File: src/rtl/write_back_arbiter.sv
// -----------------------------------------------------------------------------
// write_back_arbiter
//
// Collects results from NUM_UNITS execution units and serialises them onto the
// single register-file write-back port. Every unit owns a small FIFO with a
// valid/ready handshake. A round-robin arbiter pops at most one FIFO head per
// cycle and drives the registered write-back outputs.
//
// Ports:
//   clk                         system clock, rising-edge
//   rst                         synchronous, active-high reset
//   unit_valid_input[u]         unit u presents a result this cycle
//   unit_ready_output[u]        FIFO u can accept (registered count, not full)
//   unit_register_input         packed descriptors, slice u = [u*W +: W]
//   unit_result_input           packed result data, slice u = [u*OW +: OW]
//   write_back_output           one-cycle write-back strobe
//   write_back_register_output  destination of the current write-back
//   result_output               data of the current write-back
//   pending_output              at least one FIFO is non-empty (registered)
// -----------------------------------------------------------------------------
module write_back_arbiter #(
   parameter int  NUM_UNITS                 = 4,
   parameter int  FIFO_DEPTH                = 2,
   // Register-file geometry; fixed by the register file, not tunable here.
   localparam int REGISTER_DESCRIPTOR_WIDTH = 5,
   localparam int OPERAND_WIDTH             = 32
) (
   input  logic                                           clk,
   input  logic                                           rst,
   input  logic [NUM_UNITS-1:0]                           unit_valid_input,
   output logic [NUM_UNITS-1:0]                           unit_ready_output,
   input  logic [NUM_UNITS*REGISTER_DESCRIPTOR_WIDTH-1:0] unit_register_input,
   input  logic [NUM_UNITS*OPERAND_WIDTH-1:0]             unit_result_input,
   output logic                                           write_back_output,
   output logic [REGISTER_DESCRIPTOR_WIDTH-1:0]           write_back_register_output,
   output logic [OPERAND_WIDTH-1:0]                       result_output,
   output logic                                           pending_output
);

   localparam int DW    = REGISTER_DESCRIPTOR_WIDTH;
   localparam int OW    = OPERAND_WIDTH;
   localparam int PTR_W = $clog2(FIFO_DEPTH);
   localparam int CNT_W = PTR_W + 1;
   localparam int GNT_W = $clog2(NUM_UNITS);

   // Per-unit FIFO status and heads, gathered for the arbiter / output mux.
   logic [NUM_UNITS-1:0]          nonempty;
   logic [NUM_UNITS-1:0]          nonempty_next;
   logic [NUM_UNITS-1:0][DW-1:0]  head_desc;
   logic [NUM_UNITS-1:0][OW-1:0]  head_data;

   // Arbiter state and decision.
   logic [GNT_W-1:0]              last_grant_reg;
   logic [GNT_W-1:0]              grant_idx;
   logic                          grant_valid;

   // Output registers.
   logic                          write_back_reg;
   logic [DW-1:0]                 wb_desc_reg;
   logic [OW-1:0]                 wb_data_reg;
   logic                          pending_reg;

   // -------------------------------------------------------------------------
   // Per-unit FIFOs
   // -------------------------------------------------------------------------
   genvar gi;
   generate
      for (gi = 0; gi < NUM_UNITS; gi++) begin : g_unit
         logic [DW-1:0]    desc_mem [FIFO_DEPTH];
         logic [OW-1:0]    data_mem [FIFO_DEPTH];
         logic [PTR_W-1:0] wr_ptr_reg;
         logic [PTR_W-1:0] rd_ptr_reg;
         logic [CNT_W-1:0] count_reg;
         logic [CNT_W-1:0] count_next;
         logic [DW-1:0]    in_desc;
         logic [OW-1:0]    in_data;
         logic             accept;
         logic             push;
         logic             pop;

         assign in_desc = unit_register_input[gi*DW +: DW];
         assign in_data = unit_result_input[gi*OW +: OW];

         // Ready depends only on the registered count, so a full FIFO stays
         // not-ready even in the cycle it is being popped.
         assign unit_ready_output[gi] = !rst && (count_reg != CNT_W'(FIFO_DEPTH));

         // Writes to the zero register are consumed but never stored.
         assign accept = unit_valid_input[gi] && unit_ready_output[gi];
         assign push   = accept && (in_desc != '0);
         assign pop    = grant_valid && (grant_idx == GNT_W'(gi));

         assign count_next = count_reg + CNT_W'(push) - CNT_W'(pop);

         assign nonempty[gi]      = (count_reg != '0);
         assign nonempty_next[gi] = (count_next != '0);
         assign head_desc[gi]     = desc_mem[rd_ptr_reg];
         assign head_data[gi]     = data_mem[rd_ptr_reg];

         // Storage carries no reset; validity is tracked by the count alone.
         always_ff @(posedge clk) begin
            if (push) begin
               desc_mem[wr_ptr_reg] <= in_desc;
               data_mem[wr_ptr_reg] <= in_data;
            end
         end

         // Pointers wrap naturally because FIFO_DEPTH is a power of two.
         always_ff @(posedge clk) begin
            if (rst) begin
               wr_ptr_reg <= '0;
               rd_ptr_reg <= '0;
               count_reg  <= '0;
            end else begin
               if (push) begin
                  wr_ptr_reg <= wr_ptr_reg + PTR_W'(1);
               end
               if (pop) begin
                  rd_ptr_reg <= rd_ptr_reg + PTR_W'(1);
               end
               count_reg <= count_next;
            end
         end
      end
   endgenerate

   // -------------------------------------------------------------------------
   // Round-robin arbiter: first non-empty FIFO searching upward from
   // last_grant+1. Scanning offsets from farthest to nearest and letting later
   // hits overwrite earlier ones leaves the nearest candidate as the winner.
   // -------------------------------------------------------------------------
   always_comb begin : arbiter
      int idx;
      idx         = 0;
      grant_valid = 1'b0;
      grant_idx   = last_grant_reg;
      for (int i = NUM_UNITS; i >= 1; i--) begin
         idx = int'(last_grant_reg) + i;
         if (idx >= NUM_UNITS) begin
            idx = idx - NUM_UNITS;
         end
         if (nonempty[GNT_W'(idx)]) begin
            grant_valid = 1'b1;
            grant_idx   = GNT_W'(idx);
         end
      end
   end

   // -------------------------------------------------------------------------
   // Output register and grant pointer
   // -------------------------------------------------------------------------
   always_ff @(posedge clk) begin
      if (rst) begin
         last_grant_reg <= GNT_W'(NUM_UNITS - 1);
         write_back_reg <= 1'b0;
         wb_desc_reg    <= '0;
         wb_data_reg    <= '0;
         pending_reg    <= 1'b0;
      end else begin
         write_back_reg <= grant_valid;
         pending_reg    <= |nonempty_next;
         if (grant_valid) begin
            last_grant_reg <= grant_idx;
            wb_desc_reg    <= head_desc[grant_idx];
            wb_data_reg    <= head_data[grant_idx];
         end
      end
   end

   assign write_back_output          = write_back_reg;
   assign write_back_register_output = wb_desc_reg;
   assign result_output              = wb_data_reg;
   assign pending_output             = pending_reg;

endmodule

File: config.mk
export PLATFORM = sky130hd
export DESIGN_NAME = write_back_arbiter
export DESIGN_NICKNAME = d
export VERILOG_FILES = /design/src/rtl/write_back_arbiter.sv
export SDC_FILE = /design/constraint.sdc
export NUM_CORES = 1
export LEC_CHECK = 0
export ABC_AREA = 0
export BUFFER_PORTS_ARGS = -buffer_cell sky130_fd_sc_hd__buf_2
export CAP_MARGIN = 20
export CORE_MARGIN = 2
export CORE_UTILIZATION = 57
export CTS_CLUSTER_SIZE = 24
export DETAILED_ROUTE_END_ITERATION = 16
export GPL_TIMING_DRIVEN = 1
export PLACE_DENSITY = 0.85
export SYNTH_ARGS = -nofsm -noshare
export SYNTH_HDL_FRONTEND = slang
export SYNTH_SLANG_ARGS = --single-unit
File: constraint.sdc
create_clock -name clk -period 3.2 [get_ports clk]
set_input_delay 0.16 -clock clk [delete_from_list [all_inputs] [get_ports clk]]
set_output_delay 0.16 -clock clk [all_outputs]
set_load 0.05 [all_outputs]
==> reports/metrics.csv, run 1 <==
stage;metric;value;unit
cts;tritoncts;built;
cts;clk_latency;520;ps
timing;worst_hold_slack;84.96;ps
global_routing;grt_pass1_vias;9379;
global_routing;grt_overflow_total;0;
placed_design;placedCellCount;1385;
floorplanning;die_height;162.1;um
floorplanning;rows;57;
routing;via_per_inst;5.693;
global_routing;grtUsageMet3;5.644;%
cts;cts_buffers;37;
timing;relSlewSlack;33.68;%
power;p_per_area;868.4;nW/um^2
routing;postRouteAntennaNets;0;
routing;drc;0;
timing;fin_worst_skew;17.57;ps
timing;slew_viol_final;0;
timing;min_period;2761;ps
synthesis;postSynthAreaPerCell;16.17;sq um
cts;root_buffer;clkbuf_16;
placed_design;hpwl;21720;um
timing;min_period_over_period;86.28;%
layout;drive_above_1_share;28.83;%
layout;final_nets;1410;
synthesis;synth_edf_count;296;
synthesis;ys_seq_area_share;70.95;%
synthesis;netlist.area_leader.share;62.38;%
routing;drt_iter0_drc;775;
status;status;complete, no violations;
cts;clock-sinks;357;
worst_setup_path;cp-end-kind;flop;
timing;setup_viol;0;
routing;wl_per_cell;21.80;um
synthesis;synth_area_leader_cell;edfxtp_1;
power;power.leakage;6.655;nW
floorplanning;pin_count;197;
synthesis;syn_inst;881;
timing;grt_setup_unrepaired;no;
cts;cts_max_level;2;
global_routing;use_met2;44.85;%
routing;vias;9098;
global_routing;grt.total_usage;26.84;%
floorplanning;die_w;162.1;um
layout;utilization;75.41;%
timing;fmax;362.2;MHz
layout;n_fill_cell;1448;
timing;timing_worst_slew_pin_value;994.8;ps
layout;syn_to_final_growth;29.45;%
layout;top_register;g_unit.data_mem;
synthesis;ys.warnings.count;0;
global_routing;top_usage_layer;met2;
layout;final_common_cell;edfxtp_1;
run;drv_cap;0;
worst_setup_path;cp.arrival;3130;ps
global_routing;grt_pass1_wl;53040;um
placed_design;place.gp.congestion;0.8900;
synthesis;syn_area;14250;sq um
worst_setup_path;path_class;reg2reg;
synthesis;synthTopCellsByArea;edfxtp_1 62%, mux2i_1 11%, dfxtp_1 8.6%, mux2_2 4.0%, o211ai_1 2.4%;
global_routing;grt_use_met1;35.77;%
layout;largest_register_ffs;256;
layout;finalNonFillerCells;1598;
layout;final_cell_mix;296 x edfxtp_1, 196 x buf_2, 157 x mux2i_1;
synthesis;synthDistinctLibCells;41;
power;irDropWorstVdd;0.6736;mV
worst_setup_path;critPathLaunchType;flop;
floorplanning;core;24460;sq um
global_routing;grt_max_degree;49;
cts;clk_path_buf_depth;3;
synthesis;synth_nets;1043;
global_routing;antenna_found_initial;1;
floorplanning;die-area;26280;sq um
synthesis;synth_ff_type;edfxtp_1;
worst_setup_path;critPathRequiredTime;3570;ps
synthesis;async_flop_share;0;%
timing;finalHoldViolCount;0;
cts;path_clk_slew;60;ps
placed_design;port_buffers;196;
floorplanning;initial_core_util;58.25;%
worst_hold_path;hp-class;in2reg;
routing;firstDrtPassIters;5;
worst_setup_path;cp_max_fo;6;
synthesis;ys_ff_latch;357;
routing;wirelength;34830;um
power;power;0.01602;W
## kinds of logic after synthesis
group / synth area share (%)
flops: 70.95
mux: 15.06
xor+xnor: 0.7375
compound gates: 6.585
simple gates: 3.916
fa+ha+maj: 0.7025
buf+inv: 2.055
## synthesized netlist by cell type (14+ instances only)
cell type and instances:
a211oi_1 14, a21oi_1 15, buf_2 14, clkbuf_1 26, dfxtp_1 61, edfxtp_1 296
mux2_2 51, mux2i_1 157, nand2_1 16, nand3_1 46, nor2_1 23, o211ai_1 46
o21bai_1 23
## stage by stage
stage	setup WS (ps)	instance area (sq um)	setup TNS (ps)
after floorplan	-475.2	14260	-69430
after global placement	551.8	15790	0
after detailed placement	447.7	15790	0
after CTS	420.1	18440	0
after global routing	212.2	18440	0
final	439.2	18450	0
## routing by layer
metal	wire [um]	share of wire (%)	vias up
met2	16990	49	363
met4	1056	3.0	0
li1	-	-	4148
met1	14320	41	4516
met5	0	0	-
met3	2464	7.1	71
## path summary, 6_finish.rpt
check | end | cells past startpoint | startpoint | slack [ps]
worst max register to register | pending_output | 11 | g_unit[1].count_reg[1] | 440
worst min-delay path | g_unit[0].count_reg[1] | 2 | rst | 80
worst max-delay path | pending_output | 11 | g_unit[1].count_reg[1] | 440
worst min register to register | write_back_register_output[0] | 2 | write_back_register_output[0] | 470
## power by group
part | leakage [nW] | total [W] | switching, W | internal [W]
registers | 3.22 | 0.00601 | 0.000415 | 0.00560
clock network | 0.577 | 0.00422 | 0.00170 | 0.00252
logic | 2.86 | 0.00579 | 0.00361 | 0.00219
total | 6.66 | 0.0160 | 0.00572 | 0.0103
## cell type report
cell class                 instances  area [sq um]  share of cell area [%]
clock buffer                      42         944.7                   5.121
multi-input combinational        460          3924                   21.27
sequential                       357         10110                   54.83
antenna                            1         2.502                 0.01357
inverter                          13         48.80                  0.2645
tap                              324         405.4                   2.198
timing repair buffer             379          2775                   15.04
clock inverter                    22         231.5                   1.255
## critical path, cell delays in order, from the launching register on
cell,delay (ps)
dfxtp_1,360
nor4_2,530
o21ai_0,300
a21o_1,270
nor2_1,100
ha_1,230
inv_1,60
ha_1,140
xor2_1,210
xnor2_1,180
and3_1,180
a31oi_1,80
## repair_timing
item / CTS / global route
setup buffers: 0 / 0
hold endpoints to repair: 296 / 0
setup endpoints to repair: 0 / 0
resized for setup: 0 / 0
hold buffers: 148 / 0
Note: power is estimated with default switching activity, not from simulation.
==> run 2: changes to the inputs <==
--- a/config.mk
+++ b/config.mk
@@ -8,11 +8,13 @@
 export ABC_AREA = 0
 export BUFFER_PORTS_ARGS = -buffer_cell sky130_fd_sc_hd__buf_2
 export CAP_MARGIN = 20
+export CORE_ASPECT_RATIO = 0.75
 export CORE_MARGIN = 2
 export CORE_UTILIZATION = 57
 export CTS_CLUSTER_SIZE = 24
 export DETAILED_ROUTE_END_ITERATION = 16
 export GPL_TIMING_DRIVEN = 1
+export HOLD_SLACK_MARGIN = 0.06
 export PLACE_DENSITY = 0.85
 export SYNTH_ARGS = -nofsm -noshare
 export SYNTH_HDL_FRONTEND = slang
==> run 2 against run 1 <==
Via count fell by 0.69%. Routed wire length increased by 2.3%. Final area fell by 0.43%. Global-route usage increased by 0.12 points. First-iteration DRC count fell by 9.0%. Critical path depth did not move. Cell count is 0.50% higher. Sequential power fell by 0.7%. Combinational power is essentially flat. Register-to-register slack is essentially flat. Non-clock buffer count is 9 lower. Critical endpoint unchanged.
==> reports/metrics.csv, run 2 (synthesis gave the netlist of run 1 again) <==
stage;metric;value;unit
routing;drc;0;
cts;tritoncts;built;
global_routing;antenna_found_initial;3;
worst_setup_path;cp_max_fo;6;
routing;drt_iter0_drc;705;
timing;relSlewSlack;36.11;%
timing;fin_worst_skew;9.144;ps
timing;tns;0;ps
timing;timing_worst_slew_pin_value;952.6;ps
layout;final_common_cell;edfxtp_1;
placed_design;place.gp.congestion;0.8645;
power;swShare;36.39;%
worst_setup_path;critPathRequiredTime;3570;ps
power;switching_power;0.005728;W
worst_setup_path;reg2reg_slack;430;ps
run;drv_cap;0;
layout;multiInputGateArea;3931;sq um
global_routing;grt_pass1_vias;9291;
power;power;0.01574;W
timing;slew_viol_final;0;
global_routing;grt.total_usage;26.96;%
routing;via_per_inst;5.626;
floorplanning;initial_core_util;57.52;%
power;p_clk_share;25.2;%
power;p_per_area;857.0;nW/um^2
worst_setup_path;critPathLaunchType;flop;
timing;fmax;360.5;MHz
floorplanning;die-area;26290;sq um
timing;grt_setup_unrepaired;no;
timing;min_period_over_period;86.70;%
floorplanning;core;24770;sq um
global_routing;grt_max_degree;49;
layout;n_fill_cell;1497;
global_routing;use_met2;46.25;%
layout;drive_above_1_share;28.36;%
worst_hold_path;hp-class;in2reg;
layout;largest_register_ffs;256;
floorplanning;die_w;186.6;um
global_routing;grt_use_met1;34.54;%
cts;cts_setup_buffers;0;
power;combPwrFrac;36.9;%
worst_setup_path;path_class;reg2reg;
placed_design;port_buffers;196;
status;status;complete, no violations;
cts;root_buffer;clkbuf_16;
worst_setup_path;cp.arrival;3140;ps
floorplanning;rows;50;
layout;final_cell_mix;296 x edfxtp_1, 196 x buf_2, 157 x mux2i_1;
layout;seq_area;10110;sq um
layout;top_register;g_unit.data_mem;
global_routing;grt_overflow_total;0;
cts;cts_max_level;2;
routing;wl_per_cell;22.19;um
timing;setup_viol;0;
cts;cts_buffers;36;
timing;finalHoldViolCount;0;
global_routing;top_usage_layer;met2;
routing;postRouteAntennaNets;0;
worst_setup_path;path_common_cell;ha_1;
global_routing;grtUsageMet3;5.676;%
routing;wirelength;35630;um
layout;syn_to_final_growth;28.89;%
cts;clk_latency;510;ps
placed_design;hpwl;21400;um
layout;final_nets;1400;
power;power.internal;0.01001;W
worst_setup_path;slowest_stage;nor4_2;
floorplanning;die_height;140.9;um
cts;clk_path_buf_depth;3;
global_routing;grt_pass1_wl;53620;um
worst_setup_path;max_stage_delay;540;ps
power;irDropWorstVdd;0.5081;mV
routing;vias;9035;
worst_setup_path;cp-end-kind;flop;
cts;path_clk_slew;60;ps
power;p_seq_share;37.9;%
floorplanning;pin_count;197;
timing;min_period;2774;ps
cts;clock-sinks;357;
power;power.leakage;6.587;nW
worst_setup_path;crit_chain;nor4_2, o21ai_0, a21o_1, nor2_1, ha_1, inv_1, ha_1, xor2_1, xnor2_1, and3_1, a31oi_1;
routing;firstDrtPassIters;6;
run 2: changes by cell type in the layout (fill, tap and decap cells not counted), moves of 2 or more:
cell,delta
bufinv_16,-5
buf_12,+2
buf_4,-11
clkbuf_1,+6
clkbuf_8,+5
clkinv_1,-5
run 2: area by class of cell:
| cell class | instances | share of cell area [%] |
|---|---|---|
| clock buffers | 53 | 5.641 |
| multi-input cells | 460 | 21.40 |
| repair buffers | 370 | 14.88 |
| diodes | 2 | 0.02725 |
| well taps | 338 | 2.303 |
| inverters | 13 | 0.2657 |
| flip-flops and latches | 357 | 55.07 |
| clock inverters | 13 | 0.4087 |
run 2: power groups by stage:
stage / registers, W / logic (W) / clock network, W
floorplan: 0.00655 / 0.00352 / 0
CTS: 0.00595 / 0.00579 / 0.00400
global placement: 0.00602 / 0.00548 / 0
global route: 0.00601 / 0.00620 / 0.00419
detailed placement: 0.00605 / 0.00560 / 0
finish: 0.00597 / 0.00581 / 0.00396
run 2: repair_timing:
item | 4_1_cts | 5_1_grt
gates resized for setup | 0 | 0
hold buffers | 148 | 0
hold endpoints to repair | 296 | 0
endpoints found under the setup margin | 0 | 0
run 2: critical path: cells and delay by family (launching register included):
kind,cells,cell delay (ps)
compound gates,3,660
simple gates,3,850
flops,1,350
fa+ha+maj,2,370
xor+xnor,2,350
buf+inv,1,50
run 2: worst paths after layout:
path                                 startpoint                       endpoint  cells past startpoint
hold reg to reg   write_back_register_output[4]  write_back_register_output[4]                      2
hold / removal                              rst         g_unit[0].count_reg[1]                      2
setup reg to reg         g_unit[1].count_reg[1]                 pending_output                     11
setup / recovery         g_unit[1].count_reg[1]                 pending_output                     11
run 2: metal layers:
metal	wire length (um)	up-vias
met3	2751	61
met4	986	2
met1	14090	4418
li1	-	4139
met2	17800	415
met5	11	-
run 2: stage by stage:
step	setup slack, ps	instance area [sq um]	utilization [%]	instances	hold slack [ps]
floorplan	-475.2	14260	-	881	258.9
global placement	532.9	15770	63.65	1390	347.1
detailed placement	398.5	15770	63.65	1390	351.0
CTS	388.1	18360	74.12	1604	102.8
global route	185.5	18370	74.14	1606	146.0
finish	425.7	18370	74.14	1606	132.3
==> run 3: changes to the inputs <==
--- a/config.mk
+++ b/config.mk
@@ -11,11 +11,12 @@
 export CORE_ASPECT_RATIO = 0.75
 export CORE_MARGIN = 2
 export CORE_UTILIZATION = 57
-export CTS_CLUSTER_SIZE = 24
+export CTS_CLUSTER_SIZE = 14
 export DETAILED_ROUTE_END_ITERATION = 16
 export GPL_TIMING_DRIVEN = 1
 export HOLD_SLACK_MARGIN = 0.06
 export PLACE_DENSITY = 0.85
+export REMOVE_ABC_BUFFERS = 1
 export SYNTH_ARGS = -nofsm -noshare
 export SYNTH_HDL_FRONTEND = slang
 export SYNTH_SLANG_ARGS = --single-unit
==> run 3 against run 2 <==
Via count rose by 2.2%. Clock-buffer cell count fell by 4. Register-to-register slack improved by 130 ps. Cell count rose by 0.12%. Worst setup slack improved by 50 ps. Combinational power barely moved. Routed wire length rose by 1.1%. Critical path depth did not move. Maximum frequency rose by 1.8%. Clock skew rose by 4.9 ps. Core utilization rose by 0.20 points. Power rose by 0.83%.
==> reports/metrics.csv, run 3 (synthesis gave the netlist of run 1 again) <==
stage;metric;value;unit
status;status;complete, no violations;
cts;root_buffer;clkbuf_16;
power;swShare;35.92;%
floorplanning;die-area;26290;sq um
timing;finalHoldViolCount;0;
layout;drive_above_1_share;28.61;%
timing;slew_viol_final;0;
placed_design;placedCellCount;1396;
routing;drc;0;
layout;final_nets;1406;
timing;grt_setup_unrepaired;no;
layout;finalNonFillerCells;1608;
timing;setup_viol;0;
layout;top_register;g_unit.data_mem;
layout;largest_register_ffs;256;
worst_hold_path;hp-class;in2reg;
global_routing;grt_pass1_wl;53670;um
layout;syn_to_final_growth;29.24;%
power;switching_power;0.005701;W
global_routing;antenna_found_initial;1;
layout;utilization;74.34;%
timing;relSlewSlack;43.67;%
global_routing;grt.total_usage;27.16;%
layout;final_cell_mix;296 x edfxtp_1, 196 x buf_2, 157 x mux2i_1;
floorplanning;pin_count;197;
floorplanning;initial_core_util;57.52;%
routing;postRouteAntennaNets;0;
routing;firstDrtPassIters;5;
routing;via_per_inst;5.740;
timing;fmax;367.0;MHz
cts;cts_resized;0;
timing;timing_worst_slew_pin_value;843.0;ps
placed_design;hpwl;21670;um
cts;path_clk_slew;60;ps
floorplanning;die_height;140.9;um
power;power.leakage;6.628;nW
global_routing;grt_overflow_total;0;
global_routing;grt_max_degree;58;
worst_setup_path;path_class;in2reg;
cts;cts_buffers;35;
global_routing;grt_pass1_vias;9343;
timing;worst_hold_slack;204.4;ps
timing;min_period;2725;ps
cts;cts_max_level;2;
cts;clk_latency;500;ps
power;p_per_area;861.8;nW/um^2
cts;clock-sinks;357;
cts;tritoncts;built;
timing;min_period_over_period;85.15;%
floorplanning;die_w;186.6;um
cts;clk_path_buf_depth;3;
run;drv_cap;0;
floorplanning;core;24770;sq um
worst_setup_path;cp-end-kind;flop;
power;p_clk_share;25.5;%
power;combPwrFrac;36.7;%
placed_design;port_buffers;196;
placed_design;place.gp.congestion;0.8657;
worst_setup_path;cp_max_fo;4;
routing;drt_iter0_drc;846;
routing;vias;9230;
power;p_seq_share;37.7;%
worst_setup_path;critPathRequiredTime;3570;ps
power;irDropWorstVdd;0.9237;mV
worst_setup_path;critPathLaunchType;input port;
routing;wl_per_cell;22.40;um
layout;final_common_cell;edfxtp_1;
power;power.internal;0.01017;W
routing;wirelength;36020;um
worst_setup_path;cp.arrival;3090;ps
floorplanning;rows;50;
timing;fin_worst_skew;14.07;ps
[run 3: area by class of cell]
type	instances	area [sq um]
Sequential cell	357	10110
Clock buffer	49	1021
Multi-Input combinational cell	460	3931
Timing Repair Buffer	377	2763
Clock inverter	13	112.6
Fill cell	1498	6357
Inverter	13	48.80
Tap cell	338	422.9
Antenna cell	1	2.502
[run 3: worst paths after layout]
check                           cells past startpoint                    from  slack, ps              endpoint
worst max-delay path                               11  unit_register_input[0]        480        pending_output
worst min-delay path                                5     unit_valid_input[1]        200  g_unit[1].wr_ptr_reg
worst max register to register                     11  g_unit[3].count_reg[0]        560        pending_output
worst min register to register                      2       result_output[16]        490     result_output[16]
[run 3: through the flow]
stage	setup slack, ps	total power (W)	cell area, sq um	TNS [ps]
after floorplan	-757.9	0.009873	14010	-138110
after global placement	626.9	0.01149	15790	0
after detailed placement	589.1	0.01166	15790	0
after CTS	553.5	0.01581	18410	0
after global routing	315.6	0.01649	18420	0
final	475.3	0.01587	18420	0
[run 3: worst max-delay path, stage by stage]
cell	delay [ps]
dlygate4sd3_1	530
buf_2	140
or4_1	570
o211ai_1	560
ha_1	340
inv_1	50
ha_1	140
xor2_1	170
xnor2_1	150
and3_1	180
a31oi_1	80
[run 3: power by group through the flow]
stage | combinational (W) | sequential, W | clock [W]
final | 0.00583 | 0.00599 | 0.00405
after global routing | 0.00617 | 0.00604 | 0.00427
after CTS | 0.00577 | 0.00598 | 0.00406
after detailed placement | 0.00559 | 0.00607 | 0
after global placement | 0.00545 | 0.00604 | 0
after floorplan | 0.00312 | 0.00675 | 0
[run 3: metal layers]
metal / global-route usage [%] / up-vias / routed length, um
li1: - / 4149 / -
met1: 34.93 / 4596 / 14120
met2: 47.84 / 414 / 18290
met3: 4.431 / 71 / 2641
met4: 8.480 / 0 / 972
met5: 0 / - / 0
[run 3: repair_timing]
item | in CTS | in global routing
setup buffers | 0 | 0
hold endpoints to repair | 303 | 0
hold buffers | 149 | 0
